File: src/rtl/ipf_fetch_ctrl.sv
// Instruction-fetch request controller: one outstanding request, delayed-branch PC sequencing, flush/discard handling.
// Optional macro IPF_ADEL_CHECK_EN adds an AdEL fetch exception for misaligned PCs.
module ipf_fetch_ctrl (
  input  logic        clk,
  input  logic        rst_n,
  input  logic        stall,
  input  logic        flush,
  input  logic [31:0] flush_pc,
  input  logic        br_taken,
  input  logic [31:0] br_target,
  input  logic        id_is_branch,
  input  logic [7:0]  asid_in,
  input  logic        tlb_miss,
  output logic        inst_req,
  output logic [31:0] inst_addr,
  input  logic        inst_addr_ok,
  input  logic        inst_data_ok,
  output logic [31:0] PC_plus4,
  output logic        is_delayslot,
  output logic [31:0] if_fetch_exc_type,
  output logic [7:0]  asid,
  output logic        instMiss,
  output logic        instValid,
  output logic        ipf_stall
);

  typedef enum logic [1:0] {S_IDLE, S_REQ, S_WAIT, S_DISCARD} state_t;

  state_t      state_q, state_d;
  logic [31:0] pc_q, pc_d;
  logic [31:0] bt_q, bt_d;
  logic        bp_q, bp_d;
  logic        arm_q, arm_d;
  logic        ds_q, ds_d;
  logic [7:0]  asid_q, asid_d;
  logic        miss_q, miss_d;
  logic        adel_q, adel_d;
  logic        halt_q, halt_d;

  logic        accept;
  logic        done;
  logic        exc;
  logic        valid;
  logic        req;
  logic        load_pc;
  logic [31:0] pc_nx;
  logic [31:0] pc_seq;
  logic [31:0] pc_adv;

  assign accept = (state_q == S_REQ) && !adel_q && inst_addr_ok;
  assign pc_seq = pc_q + 32'd4;
  // Target is used only once the delay-slot fetch (arm_q) has been issued.
  assign pc_adv = (bp_q && arm_q) ? bt_q : pc_seq;

  always_comb begin
    state_d = state_q;
    bt_d    = bt_q;
    bp_d    = bp_q;
    arm_d   = arm_q;
    ds_d    = ds_q;
    asid_d  = asid_q;
    miss_d  = miss_q;
    halt_d  = halt_q;
    done    = 1'b0;
    exc     = 1'b0;
    valid   = 1'b0;
    req     = 1'b0;
    load_pc = 1'b0;
    pc_nx   = pc_q;

    case (state_q)
      S_IDLE: begin
        if (!halt_q && !stall) state_d = S_REQ;
      end
      S_REQ: begin
        if (adel_q) begin
          done = 1'b1;
          exc  = 1'b1;
        end else begin
          req = 1'b1;
          if (inst_addr_ok) begin
            asid_d = asid_in;
            miss_d = tlb_miss;
            if (inst_data_ok) begin
              done = 1'b1;
              exc  = tlb_miss;
            end else begin
              state_d = S_WAIT;
            end
          end
        end
      end
      S_WAIT: begin
        if (inst_data_ok) begin
          done = 1'b1;
          exc  = miss_q;
        end
      end
      S_DISCARD: begin
        if (inst_data_ok) state_d = S_REQ;
      end
      default: state_d = S_IDLE;
    endcase

    if (flush) begin
      pc_nx   = flush_pc;
      load_pc = 1'b1;
      bp_d    = 1'b0;
      arm_d   = 1'b0;
      ds_d    = 1'b0;
      halt_d  = 1'b0;
      miss_d  = 1'b0;
      // A request already accepted still owes one data beat that must be dropped.
      if (((state_q == S_WAIT || state_q == S_DISCARD) || accept) && !inst_data_ok)
        state_d = S_DISCARD;
      else
        state_d = S_REQ;
    end else if (done) begin
      valid = 1'b1;
      ds_d  = id_is_branch;
      if (exc) begin
        halt_d  = 1'b1;
        state_d = S_IDLE;
      end else begin
        pc_nx   = pc_adv;
        load_pc = 1'b1;
        if (bp_q && arm_q) begin
          bp_d  = 1'b0;
          arm_d = 1'b0;
        end else if (bp_q) begin
          arm_d = 1'b1;
        end
        state_d = stall ? S_IDLE : S_REQ;
      end
    end

    if (br_taken && !flush) begin
      bp_d  = 1'b1;
      bt_d  = br_target;
      arm_d = done;
    end
  end

  assign pc_d = pc_nx;

`ifdef IPF_ADEL_CHECK_EN
  assign adel_d = load_pc ? (pc_nx[1:0] != 2'b00) : adel_q;
`else
  assign adel_d = 1'b0;
`endif

  always_ff @(posedge clk) begin
    if (!rst_n) begin
      state_q <= S_IDLE;
      pc_q    <= 32'hBFC0_0000;
      bt_q    <= 32'd0;
      bp_q    <= 1'b0;
      arm_q   <= 1'b0;
      ds_q    <= 1'b0;
      asid_q  <= 8'd0;
      miss_q  <= 1'b0;
      adel_q  <= 1'b0;
      halt_q  <= 1'b0;
    end else begin
      state_q <= state_d;
      pc_q    <= pc_d;
      bt_q    <= bt_d;
      bp_q    <= bp_d;
      arm_q   <= arm_d;
      ds_q    <= ds_d;
      asid_q  <= asid_d;
      miss_q  <= miss_d;
      adel_q  <= adel_d;
      halt_q  <= halt_d;
    end
  end

  assign inst_req          = req;
  assign inst_addr         = pc_q;
  assign PC_plus4          = pc_seq;
  assign is_delayslot      = ds_q;
  assign asid              = accept ? asid_in : asid_q;
  assign instMiss          = accept ? tlb_miss : miss_q;
  assign if_fetch_exc_type = {30'd0, instMiss, adel_q};
  assign instValid         = valid;
  assign ipf_stall         = (state_q != S_IDLE) && !valid;

endmodule

File: config.mk
export PLATFORM = sky130hd
export DESIGN_NAME = ipf_fetch_ctrl
export DESIGN_NICKNAME = d
export VERILOG_FILES = /design/src/rtl/ipf_fetch_ctrl.sv
export SDC_FILE = /design/constraint.sdc
export NUM_CORES = 1
export LEC_CHECK = 0
export BUFFER_PORTS_ARGS = -buffer_cell sky130_fd_sc_hd__buf_2
export CORE_MARGIN = 2
export CORE_UTILIZATION = 54
export CTS_BUF_LIST = sky130_fd_sc_hd__clkbuf_4
export DETAILED_ROUTE_END_ITERATION = 7
export PLACE_DENSITY_LB_ADDON = 0.1
export SYNTH_ARGS = -nofsm -noshare
export SYNTH_HDL_FRONTEND = slang
export SYNTH_SLANG_ARGS = --single-unit
File: constraint.sdc
create_clock -name clk -period 6.5 [get_ports clk]
set_input_delay 0.65 -clock clk [delete_from_list [all_inputs] [get_ports clk]]
set_output_delay 0.65 -clock clk [all_outputs]
set_load 0.02 [all_outputs]
==> results of run 1 <==
registers in the layout, summed over array words and instances (netlist names):
name,cells
bt_q,32
inst_addr,32
asid_q,8
state_q,2
arm_q,1
bp_q,1
halt_q,1
is_delayslot,1
miss_q,1
layout make-up:
type / instances / area, um2 / area share [%]
clock buffer: 10 / 75.1 / 1.39
timing repair buffer: 161 / 813 / 15.1
multi-input combinational: 471 / 2690 / 50.0
inverter: 9 / 33.8 / 0.627
clock inverter: 6 / 58.8 / 1.09
tap: 105 / 131 / 2.44
sequential: 79 / 1580 / 29.4
per-layer routing:
metal / track usage [%] / wire, um
met5: 0 / 0
met4: 7.69 / 140
met3: 4.91 / 1140
met2: 42.5 / 6210
met1: 38.9 / 6040
Yosys cell counts (all sizes together), types with 4 or more instances:
library cell,count
nand2,118
nand3,14
inv,9
nand4,8
ha,7
o211ai,4
xnor2,13
dfxtp,79
and2,10
o21ai,30
nor4,14
or4,5
a21oi,64
xor2,13
nor3b,4
nor2,33
and3,9
a221o,4
a211o,4
clkbuf,33
mux2,9
nor3,18
nand2b,4
a22o,4
o31a,6
buf,45
power groups by stage:
| stage | Combinational (W) | Sequential (W) | Clock (W) |
|---|---|---|---|
| after floorplan | 0.000221 | 0.000569 | 0 |
| after global placement | 0.000307 | 0.000563 | 0 |
| after detailed placement | 0.000312 | 0.000564 | 0 |
| after CTS | 0.000314 | 0.000553 | 0.000298 |
| after global routing | 0.000343 | 0.000558 | 0.000317 |
| final | 0.000314 | 0.000554 | 0.000296 |
worst register-to-register path, cell delays in order, from the launching register on:
cell and delay, ps:
sky130_fd_sc_hd__dfxtp_1 420, sky130_fd_sc_hd__inv_1 110, sky130_fd_sc_hd__ha_1 260, sky130_fd_sc_hd__a21oi_1 480, sky130_fd_sc_hd__nor3_1 120, sky130_fd_sc_hd__buf_4 220
sky130_fd_sc_hd__nor2_1 710, sky130_fd_sc_hd__o21ai_0 220, sky130_fd_sc_hd__a21oi_1 170
stage by stage:
stage / cells / hold slack [ps]
3_3_place_gp: 825 / 437
5_1_grt: 841 / 425
3_5_place_dp: 825 / 444
2_1_floorplan: 637 / 431
4_1_cts: 841 / 436
6_report: 841 / 442
how the worst max path moves through the flow:
stage,to,slack [ps],depth (start not counted)
after global routing,PC_plus4[28],2890,6
final,PC_plus4[28],3020,6
after detailed placement,bt_q[25],3090,5
after CTS,PC_plus4[28],3050,6
after floorplan,PC_plus4[28],3650,6
after global placement,bt_q[26],3210,5
cell families after synthesis:
family          share of synthesized area [%]
xor+xnor                                 5.21
flops                                    34.0
other cells                            0.0806
mux                                      2.82
buf+inv                                  10.6
simple gates                             25.7
compound gates                           19.7
fa+ha+maj                                1.88
==> key figures, run 1 <==
Worst setup path
  – Worst setup path class: flip-flop to output pin
  – Data arrival, critical path: 2830 ps
  – Worst Reg-to-Reg Cells: 8
  – Worst-path cell with the longest stage delay: sky130_fd_sc_hd__nor4_1
  – Dominant delay contributor by cell family on the critical path: simple AND/OR/NAND/NOR gates
  – Critical Path Start: inst_addr[2]
  – Delay of the slowest critical-path stage: 570 ps
  – Origin of the critical flop-to-flop path: state_q[1]
  – Critical Path Start Type: flip-flop
  – Number of buffer and inverter stages on the critical path: 1
  – Highest fanout seen on the critical path: 7
  – List of cells traversed by the critical path: ha_1 -> nand4_1 -> or3_1 -> nor4_1 -> xor2_1 -> buf_2
  – Flop2flop setup slack: 3710 ps
  – Worst reg2reg path endpoint: inst_addr[12]
  – Data required time of the critical path: 5850 ps
  – Critical path endpoint category: output pin

Timing
  – Setup repair after global routing missed its margin: no
  – Max Slew Vio Count: 0
  – Relative max-transition margin: 26.3%
  – Final worst-path setup slack: 3020 ps
  – Actual slew at the worst max-slew pin: 1100 ps
  – Min cycle time layout: 3480 ps
  – Number of hold violations in the final report: 0
  – Final critical-path share of the clock period: 53.5%
  – Skew final: 12.8 ps
  – Achievable Freq: 287 MHz
  – Final count of negative-setup-slack endpoints: 0
  – Final setup TNS: 0 ps

CTS
  – Number of setup buffers added after CTS: 0
  – Clk sink count: 79
  – Worst-skew pair later-pin latency: 420 ps
  – Worst-path clk slew: 130 ps
  – Maximum number of buffers from clock root to sink: 2
  – Clock tree from TritonCTS: built
  – Hold Buf Count CTS: 0
  – Inserted Clock Buffers: 9
  – Root Buffer: sky130_fd_sc_hd__clkbuf_4
  – H-tree lvl count: 3
  – Post-cts sizing count: 0

Global route
  – First-pass GRT wire length: 21.0 mm
  – Number of global-route vias before repair: 4183
  – Initial antenna violation count: 0
  – Total Routing Usage GR: 27.3%
  – Largest net degree at the start of global routing: 49
  – Final global-route overflow total: 0

Yosys
  – Mean area per synthesized cell: 7.67 um2
  – Post-synth EDFFs: 0
  – Share of async-settable or async-resettable flops after synthesis: 0%
  – Post-synth top area cell: sky130_fd_sc_hd__dfxtp_1
  – Seq/Total Area, Yosys: 34.0%
  – Main area contributors after synthesis: sky130_fd_sc_hd__dfxtp_1, sky130_fd_sc_hd__nand2_1, sky130_fd_sc_hd__a21oi_1
  – Flop and latch count out of synthesis: 79
  – Post-Synthesis Cell Area: 4650 um2
  – Area share of the largest cell type after synthesis: 34.0%
  – Post-synthesis instance total: 607
  – Number of unique standard cell types used by synthesis: 63
  – Yosys warnings: 0
  – Prevailing post-synth register cell: sky130_fd_sc_hd__dfxtp_1

Die
  – Starting density of the core: 56.1%
  – Die span in x: 96.8 um
  – # rows: 33
  – Die Y-Extent: 96.8 um
  – Area of the core: 8300 um2
  – Overall die area: 9380 um2
  – Number of primary I/O pins: 190

Power and ir drop
  – Power share of the combinational group: 27.0%
  – Net switching fraction of the power: 35.4%
  – VDD IR-drop max: 126 uV
  – Final Power: 0.00116 W
  – Clock network power share: 25.4%
  – Int Pwr: 0.000752 W
  – Power density relative to cell area: 216 nW/um2
  – Reg power frac: 47.6%
  – Psw: 0.000412 W
  – Leak pwr: 2.37 nW

Drt
  – First-pass iteration count of the detailed router: 5
  – Post-detailed-route count of antenna-violating nets: 0
  – Number of DRC violations after detailed routing: 0
  – Average wire per cell in the routed design: 16.1 um
  – Number of vias in the routed layout: 4720
  – Wire length reported by the detailed router: 13.5 mm
  – Post-detailed-route via-to-cell ratio: 5.61
  – Number of DRC violations after detailed-routing iteration 0: 290

Layout
  – Area of all placed cells without fillers: 5390 um2
  – Filler Cells Inserted: 790
  – Leading cell type in the layout, fill and taps excluded: sky130_fd_sc_hd__buf_2
  – Inserted Diodes: 0
  – Nets@finish: 819
  – Area growth syn-to-layout: 15.7%
  – Final Core Density: 64.9%
  – Commonest cells after routing, fill and taps aside: sky130_fd_sc_hd__buf_2, sky130_fd_sc_hd__nand2_1, sky130_fd_sc_hd__dfxtp_1
  – Fraction of final layout cells sized beyond drive strength 1: 27.0%

Placed design
  – Total cell area at the placement stage: 5250 um2
  – Number of buffers inserted by port buffering: 158
  – Post-detailed-placement half-perimeter wirelength: 9.67 mm
  – Gp weighted congestion: 0.884
  – Minimum setup slack after placement: 3090 ps

Status
  – Outcome: completed

Worst hold path
  – Capture endpoint of the worst hold path: bt_q[28]
  – Hold/Removal Path Class: input pin to flip-flop
  – Launch instance of the worst min-delay path: br_target[28]
  – Hold Path Stages: 3

Job
  – Number of max-capacitance violations reported: 0
Note: power is estimated with default switching activity, not from simulation.
==> run 2, diff against run 1 <==
Settings changed: CORE_UTILIZATION 54 to 50.
Clock period 6.5 ns to 3.5 ns, I/O delays scaled along.
==> run 2 against run 1 <==
  * Clock skew up 6.7 ps
  * Critical endpoint unchanged
  * Final area up 0.65%
  * Clock power up 77%
  * Largest cell class unchanged
==> key figures, run 2 (same netlist as run 1, synthesis figures left out) <==
Worst setup path
  – Critical path endpoint category: output pin
  – Data arrival, critical path: 2780 ps (-50 ps)
  – Highest fanout seen on the critical path: 7 (unchanged)
  – Data required time of the critical path: 3150 ps (-2700 ps)
  – Critical Path Start Type: flip-flop
  – Worst setup path class: flip-flop to output pin

Power and ir drop
  – Reg power frac: 48.0% (+0.4 points)
  – Power share of the combinational group: 27.5% (+0.5 points)
  – Net switching fraction of the power: 35.5% (+0.080 points)
  – VDD IR-drop max: 176 uV (+39%)
  – Psw: 0.000760 W (+85%)
  – Leak pwr: 2.39 nW (+0.73%)
  – Int Pwr: 0.00138 W (+84%)
  – Final Power: 0.00214 W (+84%)
  – Power density relative to cell area: 395 nW/um2 (+83%)
  – Clock network power share: 24.4% (-1.0 points)

CTS
  – H-tree lvl count: 3 (unchanged)
  – Maximum number of buffers from clock root to sink: 2 (unchanged)
  – Clock tree from TritonCTS: built
  – Worst-path clk slew: 130 ps (about the same)
  – Root Buffer: sky130_fd_sc_hd__clkbuf_4
  – Post-cts sizing count: 0 (unchanged)
  – Clk sink count: 79 (unchanged)
  – Number of setup buffers added after CTS: 0 (unchanged)
  – Hold Buf Count CTS: 0 (unchanged)
  – Worst-skew pair later-pin latency: 430 ps (about the same)
  – Inserted Clock Buffers: 9 (unchanged)

Drt
  – Number of DRC violations after detailed-routing iteration 0: 317 (+9.3%)
  – Wire length reported by the detailed router: 13.8 mm (+2.1%)
  – Number of DRC violations after detailed routing: 0 (unchanged)
  – Average wire per cell in the routed design: 16.2 um (+0.97%)
  – First-pass iteration count of the detailed router: 5 (unchanged)
  – Number of vias in the routed layout: 4766 (+0.97%)
  – Post-detailed-route count of antenna-violating nets: 0 (unchanged)
  – Post-detailed-route via-to-cell ratio: 5.61 (about the same)

Layout
  – Fraction of final layout cells sized beyond drive strength 1: 27.6% (+0.57 points)
  – Area growth syn-to-layout: 16.5%
  – Leading cell type in the layout, fill and taps excluded: sky130_fd_sc_hd__buf_2
  – Inserted Diodes: 0 (unchanged)
  – Final Core Density: 59.2% (-5.7 points)
  – Nets@finish: 824 (+0.61%)
  – Commonest cells after routing, fill and taps aside: sky130_fd_sc_hd__buf_2, sky130_fd_sc_hd__nand2_1, sky130_fd_sc_hd__dfxtp_1

Timing
  – Number of hold violations in the final report: 0 (unchanged)
  – Final setup TNS: 0 ps (unchanged)
  – Achievable Freq: 320 MHz
  – Min cycle time layout: 3130 ps
  – Actual slew at the worst max-slew pin: 987 ps (-114 ps)
  – Skew final: 19.6 ps (+6.74 ps)
  – Relative max-transition margin: 34.1% (+7.8 points)
  – Setup repair after global routing missed its margin: no
  – Max Slew Vio Count: 0 (unchanged)
  – Final count of negative-setup-slack endpoints: 0 (unchanged)
  – Final critical-path share of the clock period: 89.3%

Die
  – Die span in x: 100 um (+3.8%)
  – Area of the core: 9150 um2 (+10%)
  – Overall die area: 10100 um2 (+7.7%)
  – Number of primary I/O pins: 190 (unchanged)
  – Die Y-Extent: 100 um (+3.8%)
  – # rows: 35 (+6.1%)
  – Starting density of the core: 50.9% (-5.2 points)

Job
  – Number of max-capacitance violations reported: 0 (unchanged)

Worst hold path
  – Hold/Removal Path Class: input pin to flip-flop

Global route
  – First-pass GRT wire length: 21.6 mm (+2.6%)
  – Total Routing Usage GR: 27.0% (-0.26 points)
  – Number of global-route vias before repair: 4355 (+4.1%)
  – Largest net degree at the start of global routing: 47 (-4.1%)
  – Initial antenna violation count: 0 (unchanged)
  – Final global-route overflow total: 0 (unchanged)

Placed design
  – Post-detailed-placement half-perimeter wirelength: 10.0 mm (+3.6%)
  – Gp weighted congestion: 0.927 (+4.9%)
  – Number of buffers inserted by port buffering: 158 (unchanged)

Status
  – Outcome: completed
[run 2: cell types whose count changed in the layout (fill, tap and decap cells not counted)]
cell	delta
sky130_fd_sc_hd__inv_6	-1
sky130_fd_sc_hd__clkinv_1	-1
sky130_fd_sc_hd__nor3_1	-1
sky130_fd_sc_hd__nor3_2	+1
sky130_fd_sc_hd__buf_4	+5
sky130_fd_sc_hd__clkbuf_4	-1
sky130_fd_sc_hd__clkinv_2	+1
[run 2: through the flow]
stage / instance area (um2) / instances / hold slack [ps] / setup WS (ps)
CTS: 5420 / 850 / 139 / 364
detailed placement: 5300 / 836 / 444 / 827
finish: 5420 / 850 / 147 / 374
global route: 5420 / 850 / 128 / 220
global placement: 5300 / 836 / 440 / 880
floorplan: 4770 / 637 / 431 / 948
[run 2: cell type report]
class | instances | area (um2)
tap | 111 | 139
clock inverter | 5 | 51.3
clock buffer | 9 | 67.6
multi-input combinational | 471 | 2700
inverter | 9 | 33.8
fill | 918 | 3730
sequential | 79 | 1580
timing repair buffer | 166 | 851
[run 2: power by group through the flow]
| stage | logic, W | clock network [W] | registers, W |
|---|---|---|---|
| floorplan | 0.000410 | 0 | 0.00106 |
| global placement | 0.000578 | 0 | 0.00104 |
| detailed placement | 0.000587 | 0 | 0.00105 |
| CTS | 0.000589 | 0.000530 | 0.00103 |
| global route | 0.000644 | 0.000566 | 0.00104 |
| finish | 0.000590 | 0.000524 | 0.00103 |
[run 2: path summary, 6_finish.rpt]
| path | end | startpoint | slack, ps | depth (start not counted) |
|---|---|---|---|---|
| max | PC_plus4[28] | inst_addr[2] | 370 | 6 |
| min | bt_q[24] | br_target[24] | 150 | 3 |
| max reg2reg | inst_addr[24] | state_q[1] | 770 | 7 |
| min reg2reg | bt_q[25] | bt_q[25] | 460 | 2 |
[run 2: layer usage]
metal	part of all wire [%]	vias up	global-route usage (%)
met1	46	2188	38.0
li1	-	2315	-
met4	2.4	0	9.80
met3	7.0	28	5.89
met5	0	-	0
met2	44	235	40.9
[run 2: critical path: stages (launching register included)]
cell and delay (ps):
sky130_fd_sc_hd__dfxtp_1 490, sky130_fd_sc_hd__ha_1 300, sky130_fd_sc_hd__nand4_1 190, sky130_fd_sc_hd__or3_1 490
sky130_fd_sc_hd__nor4_1 500, sky130_fd_sc_hd__xor2_1 210, sky130_fd_sc_hd__buf_2 190
